`config.mk`:
```
export PLATFORM = sky130hd
export DESIGN_NAME = dm9000a_bus_arbiter
export DESIGN_NICKNAME = d
export VERILOG_FILES = /design/src/rtl/enet_pkg.sv /design/src/rtl/dm9000a_bus_cycle.sv /design/src/rtl/dm9000a_bus_arbiter.sv
export SDC_FILE = /design/constraint.sdc
export NUM_CORES = 1
export LEC_CHECK = 0
export ABC_AREA = 0
export CAP_MARGIN = 20
export CORE_MARGIN = 2
export CORE_UTILIZATION = 40
export CTS_CLUSTER_SIZE = 20
export DETAILED_ROUTE_END_ITERATION = 8
export PLACE_DENSITY_LB_ADDON = 0.2
export REMOVE_ABC_BUFFERS = 1
export SLEW_MARGIN = 20
export SYNTH_ARGS = -nofsm -noshare
export SYNTH_HDL_FRONTEND = slang
export SYNTH_SLANG_ARGS = --single-unit
```
`constraint.sdc`:
```
create_clock -name CLK -period 2.1 [get_ports CLK]
set_input_delay 0.42 -clock CLK [delete_from_list [all_inputs] [get_ports CLK]]
set_output_delay 0.42 -clock CLK [all_outputs]
set_load 0.02 [all_outputs]
```
`src/rtl/enet_pkg.sv`:
```
// Shared types and default timing for the DM9000A host-bus arbiter.
package enet_pkg;

    localparam int DATA_W      = 16;
    localparam int T_SETUP_DEF = 1;
    localparam int T_PULSE_DEF = 3;
    localparam int T_REC_DEF   = 2;

    localparam int REQ_CFG = 0;
    localparam int REQ_TX  = 1;

    typedef enum logic [1:0] {
        IDLE  = 2'd0,
        SETUP = 2'd1,
        PULSE = 2'd2,
        REC   = 2'd3
    } bus_state_e;

    function automatic int max3(input int a, input int b, input int c);
        int m;
        m = (a > b) ? a : b;
        return (m > c) ? m : c;
    endfunction

endpackage

```
`src/rtl/dm9000a_bus_cycle.sv`:
```
// One DM9000A index/data bus cycle: setup, strobe pulse, recovery.
module dm9000a_bus_cycle
    import enet_pkg::*;
#(
    parameter int DW      = DATA_W,
    parameter int T_SETUP = T_SETUP_DEF,
    parameter int T_PULSE = T_PULSE_DEF,
    parameter int T_REC   = T_REC_DEF
) (
    input  logic          clk,
    input  logic          rst_n,
    input  logic          start,
    input  logic          cmd,
    input  logic          wr,
    input  logic [DW-1:0] wdata,
    input  logic [DW-1:0] data_i,
    output logic          idle,
    output logic          done,
    output logic [DW-1:0] rdata,
    output logic          cs_n,
    output logic          cmd_o,
    output logic          wr_n,
    output logic          rd_n,
    output logic [DW-1:0] data_o,
    output logic          data_oe
);

    localparam int TMAX = max3(T_SETUP, T_PULSE, T_REC);
    localparam int CW   = (TMAX > 1) ? $clog2(TMAX) : 1;

    localparam logic [CW-1:0] C_SETUP = CW'(T_SETUP - 1);
    localparam logic [CW-1:0] C_PULSE = CW'(T_PULSE - 1);
    localparam logic [CW-1:0] C_REC   = CW'(T_REC - 1);

    bus_state_e    state_q, state_d;
    logic [CW-1:0] cnt_q, cnt_d;
    logic          cmd_q, cmd_d;
    logic          wr_q, wr_d;
    logic [DW-1:0] wdata_q, wdata_d;
    logic [DW-1:0] rdata_q, rdata_d;

    always_ff @(posedge clk or negedge rst_n) begin
        if (!rst_n) begin
            state_q <= IDLE;
            cnt_q   <= '0;
            cmd_q   <= 1'b0;
            wr_q    <= 1'b0;
            wdata_q <= '0;
            rdata_q <= '0;
        end else begin
            state_q <= state_d;
            cnt_q   <= cnt_d;
            cmd_q   <= cmd_d;
            wr_q    <= wr_d;
            wdata_q <= wdata_d;
            rdata_q <= rdata_d;
        end
    end

    always_comb begin
        state_d = state_q;
        cnt_d   = cnt_q;
        cmd_d   = cmd_q;
        wr_d    = wr_q;
        wdata_d = wdata_q;
        rdata_d = rdata_q;
        unique case (state_q)
            IDLE: begin
                if (start) begin
                    state_d = SETUP;
                    cnt_d   = C_SETUP;
                    cmd_d   = cmd;
                    wr_d    = wr;
                    wdata_d = wdata;
                end
            end
            SETUP: begin
                if (cnt_q == '0) begin
                    state_d = PULSE;
                    cnt_d   = C_PULSE;
                end else begin
                    cnt_d = cnt_q - 1'b1;
                end
            end
            PULSE: begin
                if (cnt_q == '0) begin
                    state_d = REC;
                    cnt_d   = C_REC;
                    // pad is captured on the edge that ends the strobe
                    if (!wr_q) rdata_d = data_i;
                end else begin
                    cnt_d = cnt_q - 1'b1;
                end
            end
            REC: begin
                if (cnt_q == '0) state_d = IDLE;
                else             cnt_d   = cnt_q - 1'b1;
            end
            default: state_d = IDLE;
        endcase
    end

    // pins decode straight from state so a reset releases them at once
    assign idle    = (state_q == IDLE);
    assign done    = (state_q == REC) && (cnt_q == C_REC);
    assign rdata   = rdata_q;
    assign cs_n    = !((state_q == SETUP) || (state_q == PULSE));
    assign cmd_o   = idle ? 1'b0 : cmd_q;
    assign wr_n    = !((state_q == PULSE) && wr_q);
    assign rd_n    = !((state_q == PULSE) && !wr_q);
    assign data_oe = !idle && wr_q;
    assign data_o  = data_oe ? wdata_q : '0;

endmodule

```
`src/rtl/dm9000a_bus_arbiter.sv`:
```
// Two-port arbiter sharing the DM9000A host bus; lock keeps pairs/bursts atomic.
module dm9000a_bus_arbiter
    import enet_pkg::*;
#(
    parameter int DW      = DATA_W,
    parameter int T_SETUP = T_SETUP_DEF,
    parameter int T_PULSE = T_PULSE_DEF,
    parameter int T_REC   = T_REC_DEF
) (
    input  logic                CLK,
    input  logic                RST_N,
    input  logic [1:0]          req_valid,
    input  logic [1:0]          req_cmd,
    input  logic [1:0]          req_wr,
    input  logic [1:0]          req_last,
    input  logic [1:0][DW-1:0]  req_wdata,
    output logic [1:0]          req_ready,
    output logic [1:0]          rsp_valid,
    output logic [DW-1:0]       rsp_rdata,
    output logic                busy,
    output logic                ENET_CS_N,
    output logic                ENET_CMD,
    output logic                ENET_WR_N,
    output logic                ENET_RD_N,
    output logic [DW-1:0]       ENET_DATA_O,
    output logic                ENET_DATA_OE,
    input  logic [DW-1:0]       ENET_DATA_I
);

    logic lock_q, lock_d;
    logic ptr_q, ptr_d;
    logic owner_q, owner_d;
    logic grant;
    logic accept;
    logic idle;
    logic done;

    always_ff @(posedge CLK or negedge RST_N) begin
        if (!RST_N) begin
            lock_q  <= 1'b0;
            ptr_q   <= 1'b0;
            owner_q <= 1'b0;
        end else begin
            lock_q  <= lock_d;
            ptr_q   <= ptr_d;
            owner_q <= owner_d;
        end
    end

    always_comb begin
        grant = 1'b0;
        if (lock_q)              grant = owner_q;
        else if (&req_valid)     grant = ptr_q;
        else if (req_valid[1])   grant = 1'b1;
    end

    always_comb begin
        req_ready        = '0;
        req_ready[grant] = idle && req_valid[grant];
    end

    assign accept = |req_ready;

    always_comb begin
        lock_d  = lock_q;
        ptr_d   = ptr_q;
        owner_d = owner_q;
        if (accept) begin
            owner_d = grant;
            lock_d  = !req_last[grant];
            if (req_last[grant]) ptr_d = !ptr_q;
        end
    end

    always_comb begin
        rsp_valid          = '0;
        rsp_valid[owner_q] = done;
    end

    assign busy = !idle;

    dm9000a_bus_cycle #(
        .DW      (DW),
        .T_SETUP (T_SETUP),
        .T_PULSE (T_PULSE),
        .T_REC   (T_REC)
    ) u_cycle (
        .clk     (CLK),
        .rst_n   (RST_N),
        .start   (accept),
        .cmd     (req_cmd[grant]),
        .wr      (req_wr[grant]),
        .wdata   (req_wdata[grant]),
        .data_i  (ENET_DATA_I),
        .idle    (idle),
        .done    (done),
        .rdata   (rsp_rdata),
        .cs_n    (ENET_CS_N),
        .cmd_o   (ENET_CMD),
        .wr_n    (ENET_WR_N),
        .rd_n    (ENET_RD_N),
        .data_o  (ENET_DATA_O),
        .data_oe (ENET_DATA_OE)
    );

    a_timing: assert property (@(posedge CLK)
        (T_SETUP >= 1) && (T_PULSE >= 1) && (T_REC >= 1));

    a_strobes: assert property (@(posedge CLK) disable iff (!RST_N)
        !(!ENET_WR_N && !ENET_RD_N));

    a_cs: assert property (@(posedge CLK) disable iff (!RST_N)
        (!ENET_WR_N || !ENET_RD_N) |-> !ENET_CS_N);

    a_rsp: assert property (@(posedge CLK) disable iff (!RST_N)
        $onehot0(rsp_valid));

    for (genvar i = 0; i < 2; i++) begin : g_hold
        a_hold: assert property (@(posedge CLK) disable iff (!RST_N)
            req_valid[i] && !req_ready[i] |=> !req_valid[i] ||
            ($stable(req_cmd[i]) && $stable(req_wr[i]) &&
             $stable(req_last[i]) && $stable(req_wdata[i])));
    end

endmodule
```
==> metrics.yaml, run 1 <==
run_status:
  run_status: "completed"
grt:
  antenna_found_initial: 0
  grt_use_met1_pct: 23.8
  grt_max_degree: 27
  grt-ovfl-total: 0
  gr-max-usage-layer: "met2"
  grt_use_met3_pct: 7.54
  number_of_global_route_vias_before_repair: 1785
  global_route_wire_length_before_repair_um: 8520
  overall_track_demand_over_capacity_in_global_routing_pct: 20.4
  globalRouteMet2Util_pct: 34.6
die:
  fp.dieW_um: 75.7
  y_dimension_of_the_die_um: 75.7
  design.die.area_mm2: 0.00573
  fp-row-count: 26
  io_pins: 100
  initial_core_util_pct: 40.7
  core_mm2: 0.00504
power:
  p_sw_w: 0.00186
  clockPowerShare_pct: 13.7
  vdd.ir_drop.worst_uv: 756
  totalPowerFinal_w: 0.00486
  power_frac_comb_pct: 57.1
  p_sw_share_pct: 38.2
  pwr-share-seq_pct: 29.2
  power_density_mw_per_mm2: 1480
  internal_power_w: 0.00301
  cellLeakagePower_nw: 1.55
synthesis:
  ys_warn_count: 0
  ys.flop_type: "sky130_fd_sc_hd__dfrtp_1"
  synth.ff_latch_count: 41
  synth_sequential_area_ratio_pct: 49.9
  synth_area_mm2: 0.00205
  async_flop_share_pct: 100
  postSynthAreaPerCell_um2: 11.9
  netlist_instances: 173
  synth_enable_flop_cells: 0
  yosysUniqueCellTypes: 33
cts:
  cts_root_buffer: "sky130_fd_sc_hd__clkbuf_8"
  clock_latency_ns: 0.30
  cts-root-to-sink-buffers: 2
  cts-htree-levels: 2
  clock_sink_count: 41
  cts_made_buffers: 5
  cts_tree: "yes"
  cts.clk_slew.worst_paths_ns: 0.08
detailed_routing:
  post_drt_wl_per_cell_um: 14.9
  vias: 1760
  dr.first_iter.drc_count: 147
  post-route-drc-count: 0
  drt-vias-per-instance: 4.89
  drt.antenna.violating_nets: 0
  postRouteWirelength_um: 5380
  dr_pass1_iterations: 4
setup_path:
  end_kind: "output port"
  crit_start: "u_cycle.state_q[0]"
  setup.worst_path.start_class: "register"
  timing_worst_setup_path_type: "register to output port"
  worst_r2r_start: "u_cycle.state_q[0]"
  critPathArrivalTime_ns: 1.59
  critical_path_peak_fanout: 4
  timing.critical_path.required_ns: 1.68
timing:
  final_min_period_over_clock_period_pct: 95.6
  period_needed_ns: 2.01
  hold_viol: 0
  finalHoldWorstSlack_ns: 0.111
  grt_setup_unrepaired: "false"
  setup_viol_count_final: 0
  relSlewSlack_pct: 60.3
  worst_pin_slew_ns: 0.593
  maxSlewViolCount: 0
  final_setup_skew_ns: 0.00563
  fmax_mhz: 498
min_path:
  min_path_type: "input pin to async pin"
final_layout:
  layout_common_cells: "sky130_fd_sc_hd__clkdlybuf4s50_1 (72), sky130_fd_sc_hd__dfrtp_1 (41), sky130_fd_sc_hd__inv_1 (24)"
  layout.nets: 356
  count_of_non_filler_cells_in_the_finished_layout: 360
  drive_above_1_share_pct: 25.5
  antennaDiodeCount: 0
  mostFrequentLayoutCell: "sky130_fd_sc_hd__clkdlybuf4s50_1"
  layout_area_growth_over_synthesis_pct: 59.9
job:
  maxcap_violations: 0
placed_design:
  detailed_place_hpwl_um: 3900
  placed_cells: 347
  gp_congestion: 0.809
  port-buffer-count: 99
==> sequential cells by signal (all words and copies together), names as in the netlist <==
register,count
lock_q,1
owner_q,1
ptr_q,1
u_cycle.cmd_q,1
u_cycle.cnt_q,2
u_cycle.rdata,16
u_cycle.state_q,2
u_cycle.wdata_q,16
u_cycle.wr_q,1
==> cell type report <==
cell class | count | area (um^2)
fill | 418 | 1760
timing repair buffer | 118 | 1070
sequential | 41 | 1030
multi-input combinational | 99 | 898
inverter | 24 | 90.1
tap | 70 | 87.6
clock buffer | 7 | 86.3
clock inverter | 1 | 30.0
==> synthesized netlist by cell type (2+ instances only) <==
cell / count / area share (%)
sky130_fd_sc_hd__a21oi_1: 3 / 0.73
sky130_fd_sc_hd__a222oi_1: 18 / 8.8
sky130_fd_sc_hd__a22oi_2: 2 / 1.2
sky130_fd_sc_hd__and2_1: 16 / 4.9
sky130_fd_sc_hd__and3_1: 2 / 0.61
sky130_fd_sc_hd__buf_2: 3 / 0.73
sky130_fd_sc_hd__buf_6: 3 / 1.6
sky130_fd_sc_hd__clkbuf_2: 2 / 0.49
sky130_fd_sc_hd__dfrtp_1: 41 / 50
sky130_fd_sc_hd__ha_1: 9 / 5.5
sky130_fd_sc_hd__inv_1: 24 / 4.4
sky130_fd_sc_hd__mux2_2: 16 / 8.8
sky130_fd_sc_hd__mux2_4: 2 / 1.5
sky130_fd_sc_hd__mux2i_1: 2 / 0.97
sky130_fd_sc_hd__nand2_1: 5 / 0.91
sky130_fd_sc_hd__nor2_1: 5 / 0.91
sky130_fd_sc_hd__nor2b_1: 4 / 1.2
==> logic make-up (layout without fill, tap and decap cells) <==
family                     count (synthesis)  after routing  share of synthesized area (%)
AOI/OAI and AO/OA                         30             30                           14.1
DFF                                       41             41                           49.9
and+or+nand+nor                           39             39                           11.4
xor gates and xnor gates                   1              1                          0.426
adders and majority gates                  9              9                           5.48
muxes                                     20             20                           11.2
buffers and inverters                     33            150                           7.43
==> path summary, 6_finish.rpt <==
path,end,slack (ns),depth (start not counted)
max in group asynchronous,u_cycle.cnt_q[0],1.34,2
hold / removal,u_cycle.rdata[0],0.11,1
setup / recovery,ENET_DATA_O[5],0.09,7
hold reg to reg,u_cycle.cmd_q,0.49,2
min in group CLK,u_cycle.cmd_q,0.49,2
setup reg to reg,u_cycle.rdata[8],0.28,6
==> layer usage <==
layer / wire length (um) / part of all wire, %
met5: 0 / 0
met2: 2620 / 49
met1: 2210 / 41
met4: 87 / 1.6
met3: 457 / 8.5
==> power by group through the flow <==
| stage | registers (W) | clock network (W) | logic [W] |
|---|---|---|---|
| 2_1_floorplan | 0.00159 | 0 | 0.00140 |
| 3_3_place_gp | 0.00141 | 0 | 0.00276 |
| 3_5_place_dp | 0.00143 | 0 | 0.00279 |
| 4_1_cts | 0.00142 | 0.000683 | 0.00274 |
| 5_1_grt | 0.00147 | 0.000708 | 0.00302 |
| 6_report | 0.00142 | 0.000665 | 0.00278 |
==> repair_timing <==
action                                  CTS  global route
pin swaps                                 0             0
endpoints found under the setup margin   26            21
gates cloned                              0             1
hold buffers                              0             0
gates resized for setup                  72            13
setup buffers                             4             0
==> critical path, cell delays in order, from the launching register on <==
cell                      delay, ns
sky130_fd_sc_hd__dfrtp_1       0.39
sky130_fd_sc_hd__inv_1         0.11
sky130_fd_sc_hd__ha_4          0.18
sky130_fd_sc_hd__nor2b_4       0.05
sky130_fd_sc_hd__buf_4         0.14
sky130_fd_sc_hd__buf_4         0.13
sky130_fd_sc_hd__and2_1        0.14
sky130_fd_sc_hd__buf_2         0.15
==> through the flow <==
stage	TNS (ns)	utilization [%]	worst slack, ns	instance area [um^2]
floorplan	-1.62	-	-0.133	1990
global placement	-0.483	62.9	-0.219	3170
detailed placement	-0.832	62.9	-0.235	3170
CTS	0	64.5	0.00721	3250
global route	0	65.2	0.00363	3290
finish	0	65.2	0.0924	3290
No activity file was read; power rests on OpenSTA's default activity.
==> inputs of run 2 (changes only) <==
--- a/config.mk
+++ b/config.mk
@@ -5,10 +5,10 @@
 export SDC_FILE = /design/constraint.sdc
 export NUM_CORES = 1
 export LEC_CHECK = 0
-export ABC_AREA = 0
+export ABC_AREA = 1
 export CAP_MARGIN = 20
 export CORE_MARGIN = 2
-export CORE_UTILIZATION = 40
+export CORE_UTILIZATION = 42
 export CTS_CLUSTER_SIZE = 20
 export DETAILED_ROUTE_END_ITERATION = 8
 export PLACE_DENSITY_LB_ADDON = 0.2
==> metrics.yaml, run 2 <==
power:
  vdd.ir_drop.worst_uv: 709
  clockPowerShare_pct: 15.2
  power_frac_comb_pct: 57.3
  p_sw_w: 0.00204
  power_density_mw_per_mm2: 1430
  internal_power_w: 0.00298
  pwr-share-seq_pct: 27.5
  p_sw_share_pct: 40.6
  cellLeakagePower_nw: 1.85
final_layout:
  final_core_utilization_pct: 67.5
  mostFrequentLayoutCell: "sky130_fd_sc_hd__nand2_1"
  layout_common_cells: "sky130_fd_sc_hd__nand2_1 (98), sky130_fd_sc_hd__clkdlybuf4s50_1 (72), sky130_fd_sc_hd__inv_1 (50)"
  layout.nets: 474
  ff_latch_area_mm2: 0.00103
  antennaDiodeCount: 0
  number_of_inserted_filler_cells_in_the_final_layout: 481
  multiInputGateArea_um2: 995
  drive_above_1_share_pct: 18.1
  layout_area_growth_over_synthesis_pct: 53.1
  count_of_non_filler_cells_in_the_finished_layout: 478
die:
  core_mm2: 0.00520
  y_dimension_of_the_die_um: 77.9
  fp.dieW_um: 77.9
  fp-row-count: 26
  initial_core_util_pct: 44.1
  design.die.area_mm2: 0.00607
  io_pins: 100
setup_path:
  timing_worst_setup_path_type: "input pin to output port"
  end_kind: "output port"
  critical_path.slowest_cell: "sky130_fd_sc_hd__clkdlybuf4s50_1"
  timing.reg2reg.setup_slack_ns: 0.34
  critPathArrivalTime_ns: 1.58
  timing.critical_path.buf_inv: 4
  worst_r2r_endpoint: "u_cycle.rdata[2]"
  worst_r2r_start: "u_cycle.state_q[0]"
  setup.worst_path.start_class: "input pin"
  crit_start: "req_valid[1]"
  critPathTopFamily: "buffers and inverters"
  crit_path_cell_trace: "clkdlybuf4s50_1 -> inv_2 -> nor2_2 -> nand2_2 -> nand2_4 -> nand4_1 -> inv_1 -> buf_2"
  critical_path_peak_fanout: 4
  cp_slowest_stage_delay_ns: 0.50
  timing.critical_path.required_ns: 1.68
  r2r.worst_path.cells: 6
synthesis:
  postSynthAreaPerCell_um2: 7.86
  synth_sequential_area_ratio_pct: 44.7
  synth_area_mm2: 0.00229
  yosys-top-cells-area: "sky130_fd_sc_hd__dfrtp_1 (45%), sky130_fd_sc_hd__nand2_1 (16%), sky130_fd_sc_hd__inv_1 (8.2%)"
  synth.ff_latch_count: 41
  async_flop_share_pct: 100
  area_fraction_of_the_dominant_cell_type_after_synthesis_pct: 44.7
  synth.cells.most_frequent: "sky130_fd_sc_hd__nand2_1 (98), sky130_fd_sc_hd__inv_1 (50), sky130_fd_sc_hd__dfrtp_1 (41)"
  ys.flop_type: "sky130_fd_sc_hd__dfrtp_1"
  yosys.cell_count.top_type: "sky130_fd_sc_hd__nand2_1"
  synth_enable_flop_cells: 0
  ys_warn_count: 0
  netlist_instances: 292
  synth_top_area_cell: "sky130_fd_sc_hd__dfrtp_1"
  yosysUniqueCellTypes: 24
grt:
  grt-ovfl-total: 0
  grt_max_degree: 29
  global_route_wire_length_before_repair_um: 8450
  number_of_global_route_vias_before_repair: 1981
  overall_track_demand_over_capacity_in_global_routing_pct: 17.3
  grt_use_met3_pct: 5.93
  globalRouteMet2Util_pct: 30.2
  antenna_found_initial: 0
  gr-max-usage-layer: "met2"
  grt_use_met1_pct: 20.9
detailed_routing:
  vias: 2140
  post_drt_wl_per_cell_um: 10.9
  drt.antenna.violating_nets: 0
  postRouteWirelength_um: 5210
  dr.first_iter.drc_count: 69
  drt-vias-per-instance: 4.48
  dr_pass1_iterations: 6
  post-route-drc-count: 0
cts:
  cts_hold_repair.buffers: 0
  cts_made_buffers: 5
  cts_tree: "yes"
  clock_latency_ns: 0.29
  cts_root_buffer: "sky130_fd_sc_hd__clkbuf_8"
  clock_sink_count: 41
  cts.clk_slew.worst_paths_ns: 0.08
  cts-root-to-sink-buffers: 2
  cts-htree-levels: 2
timing:
  finalHoldWorstSlack_ns: 0.0833
  worst_pin_slew_ns: 0.495
  final_min_period_over_clock_period_pct: 95.2
  period_needed_ns: 2.00
  fmax_mhz: 500
  hold_viol: 0
  setup_viol_count_final: 0
  relSlewSlack_pct: 67.0
  final_setup_skew_ns: 0.00425
  grt_setup_unrepaired: "false"
  maxSlewViolCount: 0
placed_design:
  placed_cells: 470
  detailed_place_hpwl_um: 4040
  gp_congestion: 0.880
  port-buffer-count: 99
run_status:
  run_status: "completed"
min_path:
  min_path_type: "input pin to async pin"
job:
  maxcap_violations: 0
-- run 2: cell count changes in the layout (fill, tap and decap cells not counted), moves of 6 or more --
cell                       before  now
sky130_fd_sc_hd__nand2_1        5   98
sky130_fd_sc_hd__inv_1         24   50
sky130_fd_sc_hd__a222oi_1      18    0
sky130_fd_sc_hd__and2_1        16    0
sky130_fd_sc_hd__nor2_1         5   21
sky130_fd_sc_hd__o21ai_1        0   13
sky130_fd_sc_hd__nand3_1        0    9
sky130_fd_sc_hd__buf_2          9   15
sky130_fd_sc_hd__o21ai_0        0    6
-- run 2: cells by family after synthesis --
| group | synth area share, % |
|---|---|
| AOI/OAI and AO/OA | 5.51 |
| and+or+nand+nor | 25.0 |
| buffers and inverters | 12.0 |
| DFF | 44.7 |
| muxes | 7.85 |
| adders and majority gates | 4.91 |
-- run 2: worst max path at each step --
stage / endpoint / slack [ns] / cells after the start
floorplan: ENET_DATA_O[0] / -0.02 / 5
global placement: req_ready[1] / -0.32 / 8
detailed placement: req_ready[1] / -0.34 / 8
CTS: ENET_DATA_O[4] / 0.0005 / 7
global route: req_ready[1] / 0.003 / 8
finish: req_ready[1] / 0.10 / 8
-- run 2: power groups by stage --
stage                     logic [W]  registers (W)  clock network (W)
after floorplan             0.00150        0.00158                  0
after detailed placement    0.00303        0.00139                  0
after CTS                   0.00294        0.00138           0.000779
after global placement      0.00298        0.00137                  0
final                       0.00287        0.00138           0.000761
after global routing        0.00319        0.00143           0.000813
-- run 2: worst reg2reg max path, stage by stage, from the launching register on --
cell and delay [ns]:
sky130_fd_sc_hd__dfrtp_1 0.38, sky130_fd_sc_hd__inv_1 0.08, sky130_fd_sc_hd__buf_4 0.12, sky130_fd_sc_hd__ha_1 0.18, sky130_fd_sc_hd__buf_4 0.15, sky130_fd_sc_hd__nand3_2 0.33, sky130_fd_sc_hd__mux2_2 0.40
-- run 2: repair_timing --
action                     4_1_cts  5_1_grt
setup endpoints to repair       26       11
buffers inserted                 0        0
gates resized for setup         68       15
-- run 2: final cells by class --
cell class                 count  share of cell area [%]
sequential                    41                    29.2
clock buffer                   5                    1.96
multi-input combinational    188                    28.3
tap                           70                    2.49
clock inverter                 3                    1.96
inverter                      52                    5.63
timing repair buffer         119                    30.4
-- run 2: metrics by stage --
stage / TNS, ns / cell area (um^2) / worst slack, ns / power (W)
after global placement: -0.523 / 3460 / -0.321 / 0.00436
after floorplan: -0.302 / 2220 / -0.0188 / 0.00307
after detailed placement: -0.758 / 3460 / -0.337 / 0.00442
after global routing: 0 / 3510 / 0.00295 / 0.00544
final: 0 / 3510 / 0.100 / 0.00501
after CTS: 0 / 3560 / 0.000498 / 0.00510
-- run 2: metal layers --
layer / share of wire [%] / up-vias
met4: 0.69 / 0
met2: 47 / 91
li1: - / 1106
met5: 0 / -
met3: 8.7 / 5
met1: 43 / 938
==> inputs of run 3 (changes only) <==
--- a/config.mk
+++ b/config.mk
@@ -6,7 +6,6 @@
 export NUM_CORES = 1
 export LEC_CHECK = 0
 export ABC_AREA = 1
-export CAP_MARGIN = 20
 export CORE_MARGIN = 2
 export CORE_UTILIZATION = 42
 export CTS_CLUSTER_SIZE = 20
==> results of run 3 <==
Same layout as run 2: the final DEF is identical, and so are final timing and power.
==> RTL edit 1: new RTL, config.mk and constraints of run 2 <==
Encoding of `bus_state_e`: now one-hot (4 bits for 4 states).
--- a/src/rtl/enet_pkg.sv
+++ b/src/rtl/enet_pkg.sv
@@ -11,7 +11,7 @@
 
-    typedef enum logic [1:0] {
-        IDLE  = 2'd0,
-        SETUP = 2'd1,
-        PULSE = 2'd2,
-        REC   = 2'd3
+    typedef enum logic [3:0] {
+        IDLE  = 4'b0001,
+        SETUP = 4'b0010,
+        PULSE = 4'b0100,
+        REC   = 4'b1000
     } bus_state_e;
Behaviour: same outputs for any inputs over 10 cycles, from zero or initial values and one cycle with RST_N low; not proved beyond that.
==> RTL edit 1 against run 2 <==
Cell count increased by 8.6%. Sequential power increased by 5%. Sequential share of layout area increased by 0.20 points. Sequential cell count increased by 2. First-iteration DRC count decreased by 7.2%. Die area increased by 5.4%. Wire length increased by 21%. Power decreased by 5.8%. Combinational power decreased by 9.4%. Synthesized cell count increased by 15%. Cell area increased by 4.3%. Global-route usage increased by 3.0 points. Area after synthesis increased by 5.7%. Setup slack got worse by 0.057 ns.
==> RTL edit 1: results (changes against run 2) <==
- Dpl hpwl: 4670 um (+16%)
- Port Buffer Count: 99 (unchanged)
- Maximum vdd ir drop: 772 uV (+8.9%)
- Synth warn: 0 (unchanged)
- Number of global-route vias before repair: 2,221 (+12%)
- DP Worst Slack: -0.404 ns (-0.0678 ns)
- P_leak: 1.96 nW (+5.8%)
- Hold Crit Class: in2async
- Worst rel slew slack: 64.5% (-2.5 points)
- Routed WL: 6300 um (+21%)
- H-tree levels: 2 (unchanged)
- Reg2Reg Depth: 7 (+1)
- First-pass GRT wire length: 10,100 um (+20%)
- Setup Skew: 0.00832 ns (+0.00407 ns)
- FF-to-FF setup slack: 0.44 ns (+0.10 ns)
- Gpl congestion: 0.857 (-2.7%)
- Top cells by area, synth: dfrtp_1 43%, nand2_1 17%, nand3_1 8.5%, inv_1 7.7%, o21ai_1 4.1%
- Resize count post-CTS: 39 (-43%)
- Commonest register cell after synthesis: dfrtp_1
- CTS root buf: clkbuf_8
- Post-CTS Setup Inserts: 1 (+1)
- Reg-to-Reg Start: u_cycle.cnt_q[0]
- Crit path from: u_cycle.state_q[0]
- FFs w/ async S/R, synth: 100% (unchanged)
- Crit share post-route: 97.9% (+2.7 points)
- Layout Nets: 508 (+7.2%)
- Reg2reg end: u_cycle.rdata[4]
- DR iter-0 viols: 64 (-7.2%)
- Inserted Diodes: 0 (unchanged)
- Total CTS buffers: 5 (unchanged)
- Initial antenna violation count: 0 (unchanged)
- Max clock buf depth: 2 (unchanged)
- Pre-antenna DRT Iters: 4 (-2)
- Seq/Total Area, Yosys: 44.4% (-0.28 points)
- Worst skew pair latency: 0.30 ns
- Reg clk slew, reported paths: 0.08 ns (about the same)
- Fillers: 519 (+7.9%)
- Synth cell count leaders: 113 x nand2_1, 50 x inv_1, 42 x dfrtp_1
- Via count: 2,384 (+11%)
- Gr usage total: 20.3% (+3.0 points)
- Share of layout cells above drive strength 1: 11.9% (-6.3 points)
- Status: completed
- Synth cell types: 25 (+4.2%)
- Worst Path Max Fanout: 15 (+11)
- Largest net degree at the start of global routing: 41 (+41%)
- Setup crit end: ENET_DATA_O[0]
- Arrival @ worst endpoint: 1.64 ns (+0.06 ns)
[RTL edit 1: worst max-delay path, cell delays in order (launching register included)]
cell	delay (ns)
dfstp_2	0.57
nand3_2	0.11
inv_4	0.10
nor2_2	0.05
inv_4	0.13
nor2_1	0.06
dlygate4sd2_1	0.32
[RTL edit 1: where the power goes]
| group | total, W | internal (W) | switching (W) |
|---|---|---|---|
| Sequential | 0.00145 | 0.00121 | 0.000233 |
| Clock | 0.000672 | 0.000385 | 0.000287 |
| Combinational | 0.00260 | 0.00106 | 0.00154 |
[RTL edit 1: layer usage]
layer	track usage (%)	up-vias	part of all wire, %
met3	3.73	9	6.7
met1	26.8	1071	44
met5	0	-	0
met4	7.63	0	1.5
met2	33.3	63	47
li1	-	1241	-
[RTL edit 1: kinds of logic (layout without fill, tap and decap cells)]
kind of cell             count (synthesis)  count (layout)  synth area share (%)
adder cells (fa/ha/maj)                  4               4                  2.06
AO/OA/AOI/OAI                           22              22                  4.64
AND/OR/NAND/NOR                        199             199                  36.6
buffers and inverters                   68             179                  12.2
flip-flops                              43              43                  44.4
[RTL edit 1: layout make-up]
cell class / count / area (sq um) / area share, %
clock inverters: 2 / 35.0 / 0.957
flip-flops and latches: 43 / 1080 / 29.4
inverters: 54 / 208 / 5.67
clock buffers: 6 / 82.6 / 2.25
well taps: 72 / 90.1 / 2.46
repair buffers: 117 / 1100 / 30.1
multi-input cells: 225 / 1070 / 29.2
[RTL edit 1: metrics by stage]
stage	hold WS (ns)	cells	cell area [sq um]	setup TNS [ns]	total power [W]
floorplan	0.124	322	2330	0	0.00295
global placement	0.426	508	3530	-0.713	0.00404
detailed placement	0.432	508	3530	-0.775	0.00411
CTS	0.112	517	3620	0	0.00472
global route	0.135	519	3660	-0.729	0.00512
finish	0.0907	519	3660	0	0.00472
==> RTL edit 2: new RTL, flow settings as in run 2 <==
Made on the original files. Set the package constant `T_REC_DEF` to 1 (it was 2).
--- a/src/rtl/enet_pkg.sv
+++ b/src/rtl/enet_pkg.sv
@@ -6,3 +6,3 @@
     localparam int T_PULSE_DEF = 3;
-    localparam int T_REC_DEF   = 2;
+    localparam int T_REC_DEF   = 1;
 
Check against the original RTL: not equivalent (a bounded check fails within 10 cycles, from zero or initial values and one cycle with RST_N low).
==> RTL edit 2 against run 2 <==
Power is 2.5% lower. Setup slack better by 0.015 ns. Critical endpoint unchanged. Via count is 0.47% lower. Cell area is 1.2% lower. Area after synthesis is 0.60% lower. Core utilization is 0.37 points lower. Wire length is 2.1% higher. Sequential cell count stayed put.
==> RTL edit 2: results (changes against run 2) <==
- Reg2reg end: u_cycle.rdata[8]
- Reg-to-Reg Start: u_cycle.cnt_q[0]
- Top cells by area, synth: dfrtp_1 45%, nand2_1 16%, inv_1 8.2%, mux2_2 7.9%, ha_1 4.4%
- Pre-antenna DRT Iters: 4 (-2)
- GRT met3 Usage: 5.70% (-0.23 points)
- Xor-xnor portion of the synthesized cell area: 0% (unchanged)
- Synth cell count leaders: 96 x nand2_1, 50 x inv_1, 41 x dfrtp_1
- Mux contribution to synthesized area: 7.90% (+0.047 points)
- Via count: 2,130 (-0.47%)
- Arrival @ worst endpoint: 1.56 ns (-0.02 ns)
- Status: completed
- Psw: 0.00205 W (+0.83%)
- Dpl hpwl: 4180 um (+3.4%)
- Area of placed instances: 3440 sq um (-0.76%)
- Gpl congestion: 0.908 (+3.1%)
- Met2 Wirelength: 2540 um (+3.4%)
- Largest net degree at the start of global routing: 26 (-10%)
- Hold Crit Class: in2async
- Reg2Reg Depth: 5 (-1)
- Crit share post-route: 94.5% (-0.71 points)
- Hold WS: 0.0398 ns (-0.0435 ns)
- Setup Skew: 0.00765 ns (+0.00340 ns)
- Maximum vdd ir drop: 653 uV (-7.9%)
- Worst slew pin tran: 0.397 ns (-0.0984 ns)
- Share of layout cells above drive strength 1: 18.7% (+0.58 points)
- First-pass GRT wire length: 9100 um (+7.8%)
- Synth cell types: 26 (+8.3%)
- Post-CTS Setup Inserts: 0 (unchanged)
- Seq/Total Area, Yosys: 45.0% (+0.27 points)
- DRT met1 WL: 2270 um (+0.31%)
- Worst Path Max Fanout: 3 (-1)
- WL met3: 449 um (-0.88%)
- Met1 Use GR: 20.5% (-0.35 points)
- Post-Syn Area per Cell: 7.92 sq um (+0.78%)
- Max clock buf depth: 2 (unchanged)
- DR iter-0 viols: 62 (-10%)
- Adder-cell share of the synthesized area: 4.39% (-0.52 points)
- Uppermost layer routed: met4
- Layout Nets: 471 (-0.63%)
- Fin cells: 476 (-0.42%)
- Resize count post-CTS: 79 (+16%)
- P_leak: 1.81 nW (-2.1%)
- Drt wl/cell: 11.2 um (+2.5%)
- Met2 Resource Use GR: 34.1% (+3.9 points)
- FF-to-FF setup slack: 0.59 ns (+0.25 ns)
- Gr usage total: 18.6% (+1.2 points)
- DP Worst Slack: -0.347 ns (-0.0105 ns)
- Crit path from: req_valid[1]
- Synth Area in Compound Gates: 5.60% (+0.088 points)
RTL edit 2: cell type report:
cell class                      instances  area (sq um)
Fill cell                             458          1700
Timing Repair Buffer                  120          1060
Sequential cell                        41          1030
Multi-Input combinational cell        185           988
Inverter                               52           198
Tap cell                               70          87.6
Clock buffer                            5          68.8
Clock inverter                          3          46.3
RTL edit 2: power by group through the flow:
stage / combinational (W) / clock (W) / sequential (W)
6_report: 0.00287 / 0.000643 / 0.00138
5_1_grt: 0.00319 / 0.000691 / 0.00143
4_1_cts: 0.00289 / 0.000662 / 0.00138
3_5_place_dp: 0.00302 / 0 / 0.00139
3_3_place_gp: 0.00296 / 0 / 0.00137
2_1_floorplan: 0.00150 / 0 / 0.00157
RTL edit 2: worst max-delay path: stages:
cell             delay, ns
clkdlybuf4s50_1       0.50
inv_2                 0.05
nor2_2                0.08
nand2_2               0.09
nand3_2               0.09
nand4_1               0.13
inv_1                 0.08
buf_4                 0.13
